$ cat config.mk
export PLATFORM = sky130hd
export DESIGN_NAME = fifo_rr_write_arbiter_flat
export DESIGN_NICKNAME = d
export VERILOG_FILES = /design/src/rtl/fifo_rr_write_arbiter_pkg.sv /design/src/rtl/fifo_rr_write_arbiter_if.sv /design/src/rtl/fifo_rr_write_arbiter_rr_pick.sv /design/src/rtl/fifo_rr_write_arbiter.sv /design/src/flat_wrapper.sv
export SDC_FILE = /design/constraint.sdc
export NUM_CORES = 1
export LEC_CHECK = 0
export ABC_AREA = 1
export BUFFER_PORTS_ARGS = -buffer_cell sky130_fd_sc_hd__buf_2
export CORE_ASPECT_RATIO = 0.6
export CORE_MARGIN = 2
export CORE_UTILIZATION = 37
export DETAILED_ROUTE_END_ITERATION = 12
export PLACE_DENSITY = 0.72
export SETUP_SLACK_MARGIN = 0.3
export SKIP_LAST_GASP = 1
export SYNTH_ARGS = -nofsm -noshare
export SYNTH_HDL_FRONTEND = slang
export SYNTH_HIERARCHICAL = 1
export SYNTH_SLANG_ARGS = --single-unit
$ cat constraint.sdc
create_clock -name clk -period 3.3 [get_ports clk]
set_input_delay 0.33 -clock clk [delete_from_list [all_inputs] [get_ports clk]]
set_output_delay 0.33 -clock clk [all_outputs]
set_load 0.05 [all_outputs]
$ cat src/rtl/fifo_rr_write_arbiter_pkg.sv
// rtl/fifo_rr_write_arbiter_pkg.sv - shared types, defaults and width helpers for the FIFO write arbiter
//
// Package fifo_arb_pkg: arbiter state encoding, default parameter values,
// and helpers that derive index/occupancy widths from NUM_REQ and DEPTH.
package fifo_arb_pkg;

    typedef enum logic [1:0] {
        IDLE  = 2'd0,
        BURST = 2'd1,
        STALL = 2'd2
    } arb_state_t;

    localparam int DEF_NUM_REQ   = 4;
    localparam int DEF_DATA_W    = 8;
    localparam int DEF_DEPTH     = 8;
    localparam int DEF_BURST_MAX = 4;
    localparam int DEF_AF_LEVEL  = 6;

    // Producer index width; at least one bit even for degenerate counts.
    function automatic int id_width(input int num_req);
        return (num_req > 1) ? $clog2(num_req) : 1;
    endfunction

    // Occupancy needs to represent 0..DEPTH inclusive.
    function automatic int occ_width(input int depth);
        return $clog2(depth) + 1;
    endfunction

    // Burst counter must hold BURST_MAX itself (value after the last write).
    function automatic int cnt_width(input int burst_max);
        return $clog2(burst_max) + 1;
    endfunction

endpackage

$ cat src/rtl/fifo_rr_write_arbiter_if.sv
// rtl/fifo_rr_write_arbiter_if.sv - producer and FIFO write-side bundle for the arbiter
//
// Signals:
//   req_valid/req_data/req_ready : NUM_REQ producers, producer i data at [i*DATA_W +: DATA_W]
//   fifo_wr_en/fifo_data_in      : FIFO write port
//   fifo_full                    : FIFO full flag
//   fifo_rd_en/fifo_empty        : FIFO read side, observed only
// Modports: master = arbiter side, slave = producers/FIFO side.
interface fifo_rr_write_arbiter_if #(
    parameter int NUM_REQ = 4,
    parameter int DATA_W  = 8
);
    logic [NUM_REQ-1:0]        req_valid;
    logic [NUM_REQ*DATA_W-1:0] req_data;
    logic [NUM_REQ-1:0]        req_ready;
    logic                      fifo_wr_en;
    logic [DATA_W-1:0]         fifo_data_in;
    logic                      fifo_full;
    logic                      fifo_rd_en;
    logic                      fifo_empty;

    modport master (
        input  req_valid, req_data, fifo_full, fifo_rd_en, fifo_empty,
        output req_ready, fifo_wr_en, fifo_data_in
    );

    modport slave (
        output req_valid, req_data, fifo_full, fifo_rd_en, fifo_empty,
        input  req_ready, fifo_wr_en, fifo_data_in
    );
endinterface

$ cat src/rtl/fifo_rr_write_arbiter_rr_pick.sv
// rtl/fifo_rr_write_arbiter_rr_pick.sv - combinational round-robin priority encoder
//
// Ports:
//   req  in  NUM_REQ  request vector
//   last in  ID_W     most recently served index; search starts at last+1
//   hit  out 1        any request set
//   idx  out ID_W     first set request at or after last+1, wrapping
module rr_pick
    import fifo_arb_pkg::*;
#(
    parameter int NUM_REQ = DEF_NUM_REQ
) (
    input  logic [NUM_REQ-1:0]           req,
    input  logic [id_width(NUM_REQ)-1:0] last,
    output logic                         hit,
    output logic [id_width(NUM_REQ)-1:0] idx
);
    localparam int ID_W = id_width(NUM_REQ);

    // Walk distances from farthest to nearest so the nearest hit overrides.
    always_comb begin
        hit = 1'b0;
        idx = '0;
        for (int k = NUM_REQ; k >= 1; k--) begin
            if (req[(int'(last) + k) % NUM_REQ]) begin
                hit = 1'b1;
                idx = ID_W'((int'(last) + k) % NUM_REQ);
            end
        end
    end
endmodule

$ cat src/rtl/fifo_rr_write_arbiter.sv
// rtl/fifo_rr_write_arbiter.sv - round-robin burst arbiter sharing one FIFO write port
//
// Ports:
//   clk, rst     : clock, asynchronous active-high reset
//   bus          : producer handshakes and FIFO write/read-observe signals (master modport)
//   grant_valid  : a producer owns the write port
//   grant_id     : owning producer index
//   occupancy    : locally tracked FIFO fill level, 0..DEPTH
//   almost_full  : registered, occupancy >= AF_LEVEL
module fifo_rr_write_arbiter
    import fifo_arb_pkg::*;
#(
    parameter int NUM_REQ   = DEF_NUM_REQ,
    parameter int DATA_W    = DEF_DATA_W,
    parameter int DEPTH     = DEF_DEPTH,
    parameter int BURST_MAX = DEF_BURST_MAX,
    parameter int AF_LEVEL  = DEF_AF_LEVEL
) (
    input  logic                          clk,
    input  logic                          rst,
    fifo_rr_write_arbiter_if.master       bus,
    output logic                          grant_valid,
    output logic [id_width(NUM_REQ)-1:0]  grant_id,
    output logic [occ_width(DEPTH)-1:0]   occupancy,
    output logic                          almost_full
);
    localparam int ID_W  = id_width(NUM_REQ);
    localparam int OCC_W = occ_width(DEPTH);
    localparam int CNT_W = cnt_width(BURST_MAX);

    arb_state_t        state_q, state_d;
    logic              grant_valid_d;
    logic [ID_W-1:0]   grant_id_d;
    logic [ID_W-1:0]   last_grant_q, last_grant_d;
    logic [CNT_W-1:0]  burst_cnt_q, burst_cnt_d;
    logic [OCC_W-1:0]  occ_d;

    logic              pick_hit;
    logic [ID_W-1:0]   pick_idx;

    logic [NUM_REQ-1:0] ready;
    logic               wr_en;
    logic [DATA_W-1:0]  data_in;
    logic               owner_valid;
    logic               rd;

    rr_pick #(
        .NUM_REQ (NUM_REQ)
    ) u_pick (
        .req  (bus.req_valid),
        .last (last_grant_q),
        .hit  (pick_hit),
        .idx  (pick_idx)
    );

    assign owner_valid      = bus.req_valid[grant_id];
    assign bus.req_ready    = ready;
    assign bus.fifo_wr_en   = wr_en;
    assign bus.fifo_data_in = data_in;

    always_ff @(posedge clk or posedge rst) begin
        if (rst) begin
            state_q      <= IDLE;
            grant_valid  <= 1'b0;
            grant_id     <= '0;
            burst_cnt_q  <= '0;
            last_grant_q <= ID_W'(NUM_REQ - 1);
            occupancy    <= '0;
            almost_full  <= 1'b0;
        end else begin
            state_q      <= state_d;
            grant_valid  <= grant_valid_d;
            grant_id     <= grant_id_d;
            burst_cnt_q  <= burst_cnt_d;
            last_grant_q <= last_grant_d;
            occupancy    <= occ_d;
            almost_full  <= (occ_d >= OCC_W'(AF_LEVEL));
        end
    end

    always_comb begin
        state_d       = state_q;
        grant_valid_d = grant_valid;
        grant_id_d    = grant_id;
        burst_cnt_d   = burst_cnt_q;
        last_grant_d  = last_grant_q;
        ready         = '0;
        wr_en         = 1'b0;
        data_in       = '0;

        // Data path follows the owner for the whole grant, stalls included.
        if (grant_valid) begin
            data_in = bus.req_data[int'(grant_id)*DATA_W +: DATA_W];
        end

        case (state_q)
            IDLE: begin
                if (pick_hit) begin
                    grant_id_d    = pick_idx;
                    grant_valid_d = 1'b1;
                    burst_cnt_d   = '0;
                    state_d       = BURST;
                end
            end
            BURST: begin
                ready[grant_id] = !bus.fifo_full;
                wr_en           = owner_valid & !bus.fifo_full;
                if (!owner_valid) begin
                    last_grant_d  = grant_id;
                    grant_valid_d = 1'b0;
                    state_d       = IDLE;
                end else if (bus.fifo_full) begin
                    state_d = STALL;
                end else begin
                    burst_cnt_d = burst_cnt_q + CNT_W'(1);
                    if (burst_cnt_q == CNT_W'(BURST_MAX - 1)) begin
                        last_grant_d  = grant_id;
                        grant_valid_d = 1'b0;
                        state_d       = IDLE;
                    end
                end
            end
            STALL: begin
                if (!owner_valid) begin
                    last_grant_d  = grant_id;
                    grant_valid_d = 1'b0;
                    state_d       = IDLE;
                end else if (!bus.fifo_full) begin
                    state_d = BURST;
                end
            end
            default: begin
                state_d       = IDLE;
                grant_valid_d = 1'b0;
            end
        endcase
    end

    // Reads against an empty FIFO are ignored; both saturation ends hold.
    always_comb begin
        rd    = bus.fifo_rd_en & !bus.fifo_empty;
        occ_d = occupancy;
        if (wr_en && !rd && occupancy != OCC_W'(DEPTH)) begin
            occ_d = occupancy + OCC_W'(1);
        end else if (rd && !wr_en && occupancy != '0) begin
            occ_d = occupancy - OCC_W'(1);
        end
    end
endmodule

$ cat src/flat_wrapper.sv
// flat-port wrapper written by rule: the top's interface ports become plain ports
module fifo_rr_write_arbiter_flat import fifo_arb_pkg::*;
#(
    parameter int NUM_REQ   = DEF_NUM_REQ,
    parameter int DATA_W    = DEF_DATA_W,
    parameter int DEPTH     = DEF_DEPTH,
    parameter int BURST_MAX = DEF_BURST_MAX,
    parameter int AF_LEVEL  = DEF_AF_LEVEL
)
  (clk, rst, grant_valid, grant_id, occupancy, almost_full, bus_req_valid, bus_req_data, bus_fifo_full, bus_fifo_rd_en, bus_fifo_empty, bus_req_ready, bus_fifo_wr_en, bus_fifo_data_in);
  fifo_rr_write_arbiter_if #(.NUM_REQ(NUM_REQ), .DATA_W(DATA_W)) bus_i ();
  input  logic clk;
  input  logic rst;
  output logic grant_valid;
  output logic [id_width(NUM_REQ)-1:0] grant_id;
  output logic [occ_width(DEPTH)-1:0] occupancy;
  output logic almost_full;
  input wire logic [$bits(bus_i.req_valid)-1:0] bus_req_valid;
  input wire logic [$bits(bus_i.req_data)-1:0] bus_req_data;
  input wire logic [$bits(bus_i.fifo_full)-1:0] bus_fifo_full;
  input wire logic [$bits(bus_i.fifo_rd_en)-1:0] bus_fifo_rd_en;
  input wire logic [$bits(bus_i.fifo_empty)-1:0] bus_fifo_empty;
  output wire logic [$bits(bus_i.req_ready)-1:0] bus_req_ready;
  output wire logic [$bits(bus_i.fifo_wr_en)-1:0] bus_fifo_wr_en;
  output wire logic [$bits(bus_i.fifo_data_in)-1:0] bus_fifo_data_in;
  assign bus_i.req_valid = bus_req_valid;
  assign bus_i.req_data = bus_req_data;
  assign bus_i.fifo_full = bus_fifo_full;
  assign bus_i.fifo_rd_en = bus_fifo_rd_en;
  assign bus_i.fifo_empty = bus_fifo_empty;
  assign bus_req_ready = bus_i.req_ready;
  assign bus_fifo_wr_en = bus_i.fifo_wr_en;
  assign bus_fifo_data_in = bus_i.fifo_data_in;
  fifo_rr_write_arbiter #(.NUM_REQ(NUM_REQ), .DATA_W(DATA_W), .DEPTH(DEPTH), .BURST_MAX(BURST_MAX), .AF_LEVEL(AF_LEVEL)) u_core (.clk(clk), .rst(rst), .bus(bus_i), .grant_valid(grant_valid), .grant_id(grant_id), .occupancy(occupancy), .almost_full(almost_full));
endmodule
==> results.py <==
metrics = {
    "yosys": {
        "synth_async_sr_flop_share": 1.00,
        "synth_area_leader_cell": "dfrtp_1",
        "yosys_warnings": 6,
        "yosys.area_share.simple": 0.403,
        "synth_cells": 209,
        "synthMuxAreaShare": 0,
        "synth_top_family_by_area": "simple AND/OR/NAND/NOR gates",
        "synth-compound-area-share": 0.164,
        "netlist_area_mm2": 0.00139,
        "synth_flop_cell": "dfrtp_1",
        "yosysMostFrequentCell": "nand2_1",
        "synthTopCellsByArea": "dfrtp_1 23%, nand2_1 16%, nand3_1 9.4%, inv_1 6.7%, nand2_2 4.5%",
        "seq_area_frac_synth": 0.272,
        "synth_top_area_frac": 0.234,
        "avgSynthCellArea_um2": 6.66,
        "synth_xor_xnor_area_share": 0.0189,
        "ys_types": 35,
        "syn_nets": 254,
        "synth_edf_count": 0,
        "synth-seq-cells": 15,
        "synthTopCellsByCount": "58 x nand2_1, 26 x nand3_1, 25 x inv_1",
        "synthAdderAreaFrac": 0.0360,
    },
    "clock_tree": {
        "cts.sinks": 15,
        "clk_latency_ns": 0.24,
        "ctsHoldBuffers": 0,
        "cts_buffers": 3,
        "cts_buffer_depth": 2,
        "cts-resized-gates": 0,
        "cts-root-buf": "clkbuf_8",
        "tritoncts": "built",
        "htreeDepth": 1,
        "cts_post_setup_buffers_inserted": 0,
        "clk_pin_slew_ns": 0.06,
    },
    "power_and_ir_drop": {
        "pwr-share-clk": 0.074,
        "p_leak_uw": 0.000983,
        "power_frac_comb": 0.713,
        "p_sw_uw": 1190,
        "swShare": 0.609,
        "ir_drop_uv": 386,
        "power.density_mw_per_mm2": 1100,
        "power_frac_seq": 0.213,
        "intPower_uw": 763,
    },
    "timing": {
        "setup_viol": 0,
        "skew_ns": 0.00182,
        "grt_setup_unrepaired": "no",
        "post-route-period-util": 0.784,
        "setup_tns_ns": 0,
        "max_slew.worst_pin.slew_ns": 0.642,
        "slew_headroom": 0.572,
        "fmax_mhz": 387,
        "report.final.slew_viol_count": 0,
        "post-route-min-period_ns": 2.59,
        "hold_viol_final": 0,
    },
    "global_routing": {
        "antenna_found_initial": 0,
        "grt_max_degree": 24,
        "grt_pass1_vias": 1355,
        "grt_pass1_wl_mm": 6.09,
        "gr-total-overflow": 0,
        "grt_usage": 0.174,
    },
    "placement": {
        "dpl.hpwl_mm": 2.84,
        "placed_cells": 312,
        "port_buffers": 61,
        "place_congestion": 0.860,
    },
    "detailed_routing": {
        "drtIter0Drc": 86,
        "drt-total-wl_mm": 3.50,
        "viasPerCell": 4.85,
        "dr.pass1.iters": 4,
        "ant_nets": 0,
        "drt-wirelength-per-cell_um": 11.1,
        "vias": 1534,
        "drc": 0,
    },
    "floorplan": {
        "coreArea_mm2": 0.00364,
        "die_x_um": 83.2,
        "boundaryPins": 62,
        "die-area_mm2": 0.00428,
        "fp.dieH_um": 51.5,
        "row_count": 17,
        "start_util": 0.383,
    },
    "worst_setup_path": {
        "r2r-start": "u_core/last_grant_q[0]",
        "arrival_ns": 2.26,
        "cpPeakStageDelay_ns": 0.63,
        "critical_path_class": "reg2out",
        "cp-startpoint": "u_core/grant_id[0]",
        "cp-start-kind": "flop",
        "cp.required_ns": 2.97,
        "crit_chain": "inv_2, nor2_1, a22oi_1, a31oi_1, buf_2",
        "crit_path_end_kind": "primary output",
        "crit_family": "flip-flops",
        "path_buf_inv": 2,
        "crit_fanout": 15,
        "slowest_stage": "dfrtp_1",
    },
    "cells_and_area": {
        "antenna_cells": 0,
        "regArea_um2": 378,
        "fillers": 368,
        "fin_nets": 315,
        "post_route_cells_drive_above_1_share": 0.346,
        "fin_cells": 316,
        "area_growth_pct": 27.4,
        "multiInputGateArea_um2": 865,
    },
    "worst_hold_path": {
        "hold_class": "in2async",
    },
    "job": {
        "max-cap-violations": 0,
    },
    "run_status": {
        "status": "finished, final reports clean",
    },
}
## flip-flops by register name, summed over array words and instances, names as in the netlist
signal	flops
u_core/burst_cnt_q	3
u_core/almost_full	1
u_core/grant_valid	1
u_core/occupancy	4
u_core/grant_id	2
u_core/last_grant_q	2
u_core/state_q	2
## power by group through the flow
stage / Sequential [µW] / Clock, µW / Combinational [µW]
floorplan: 512 / 0 / 1020
global placement: 413 / 0 / 1370
detailed placement: 419 / 0 / 1380
CTS: 416 / 151 / 1390
global route: 445 / 162 / 1530
finish: 415 / 145 / 1390
## metal layers
layer,vias up,wire length [µm],track usage
met5,-,0,0
met4,0,8,0.0191
met3,2,152,0.0444
met2,25,1380,0.254
met1,689,1970,0.265
li1,818,-,-
## through the flow
step	total power [µW]	setup slack (ns)	hold slack, ns	instance area (µm²)	utilization
after floorplan	1530	0.830	0.230	1390	-
after global placement	1780	1.16	0.421	1730	0.475
after detailed placement	1800	1.07	0.415	1730	0.475
after CTS	1960	0.810	0.149	1770	0.487
after global routing	2140	0.515	0.189	1770	0.487
final	1950	0.714	0.140	1770	0.487
## worst reg2reg max path: stages, from the launching register on
cell	delay, ns
dfstp_2	0.68
nand2_1	0.11
and2_4	0.17
nor2_2	0.11
nand2_1	0.12
inv_1	0.07
nor2_1	0.07
o22ai_1	0.40
o21ai_0	0.14
## cells in the final DEF (no fill, tap or decap), types with 2 or more instances in the layout
cell type	synthesis	layout
nand2_1	58	58
nand4_1	2	2
o211ai_1	2	2
inv_1	25	25
a31oi_1	8	8
nor2_1	9	9
nand2_2	10	10
xor2_1	3	3
nand2_4	2	2
o21ai_1	3	3
nor2_2	2	2
nor3_1	5	5
buf_2	1	61
dfstp_2	2	2
clkbuf_8	0	3
o21ai_0	5	5
dfrtp_1	13	13
ha_1	4	4
a22oi_1	8	8
inv_2	4	4
nand3_1	26	26
## cell type report
cell class | count | share of cell area
tap | 47 | 0.0332
clock buffer | 4 | 0.0254
sequential | 15 | 0.213
multi-input combinational | 158 | 0.488
inverter | 31 | 0.0685
timing repair buffer | 61 | 0.172
## logic make-up (layout without fill, tap and decap cells)
family / count (synthesis) / after routing
compound gates: 33 / 33
xor+xnor: 3 / 3
fa+ha+maj: 4 / 4
buf+inv: 36 / 96
flops: 15 / 15
simple gates: 118 / 118
## path summary, 6_finish.rpt
path | depth (start not counted) | to | slack [ns]
setup / recovery | 5 | bus_fifo_data_in[6] | 0.71
max in group asynchronous | 2 | u_core/burst_cnt_q[1] | 2.77
hold / removal | 2 | u_core/almost_full | 0.14
setup reg to reg | 8 | u_core/burst_cnt_q[1] | 1.30
min in group clk | 3 | u_core/state_q[1] | 0.39
hold reg to reg | 2 | u_core/burst_cnt_q[2] | 0.49
(Power assumes the default switching activity.)
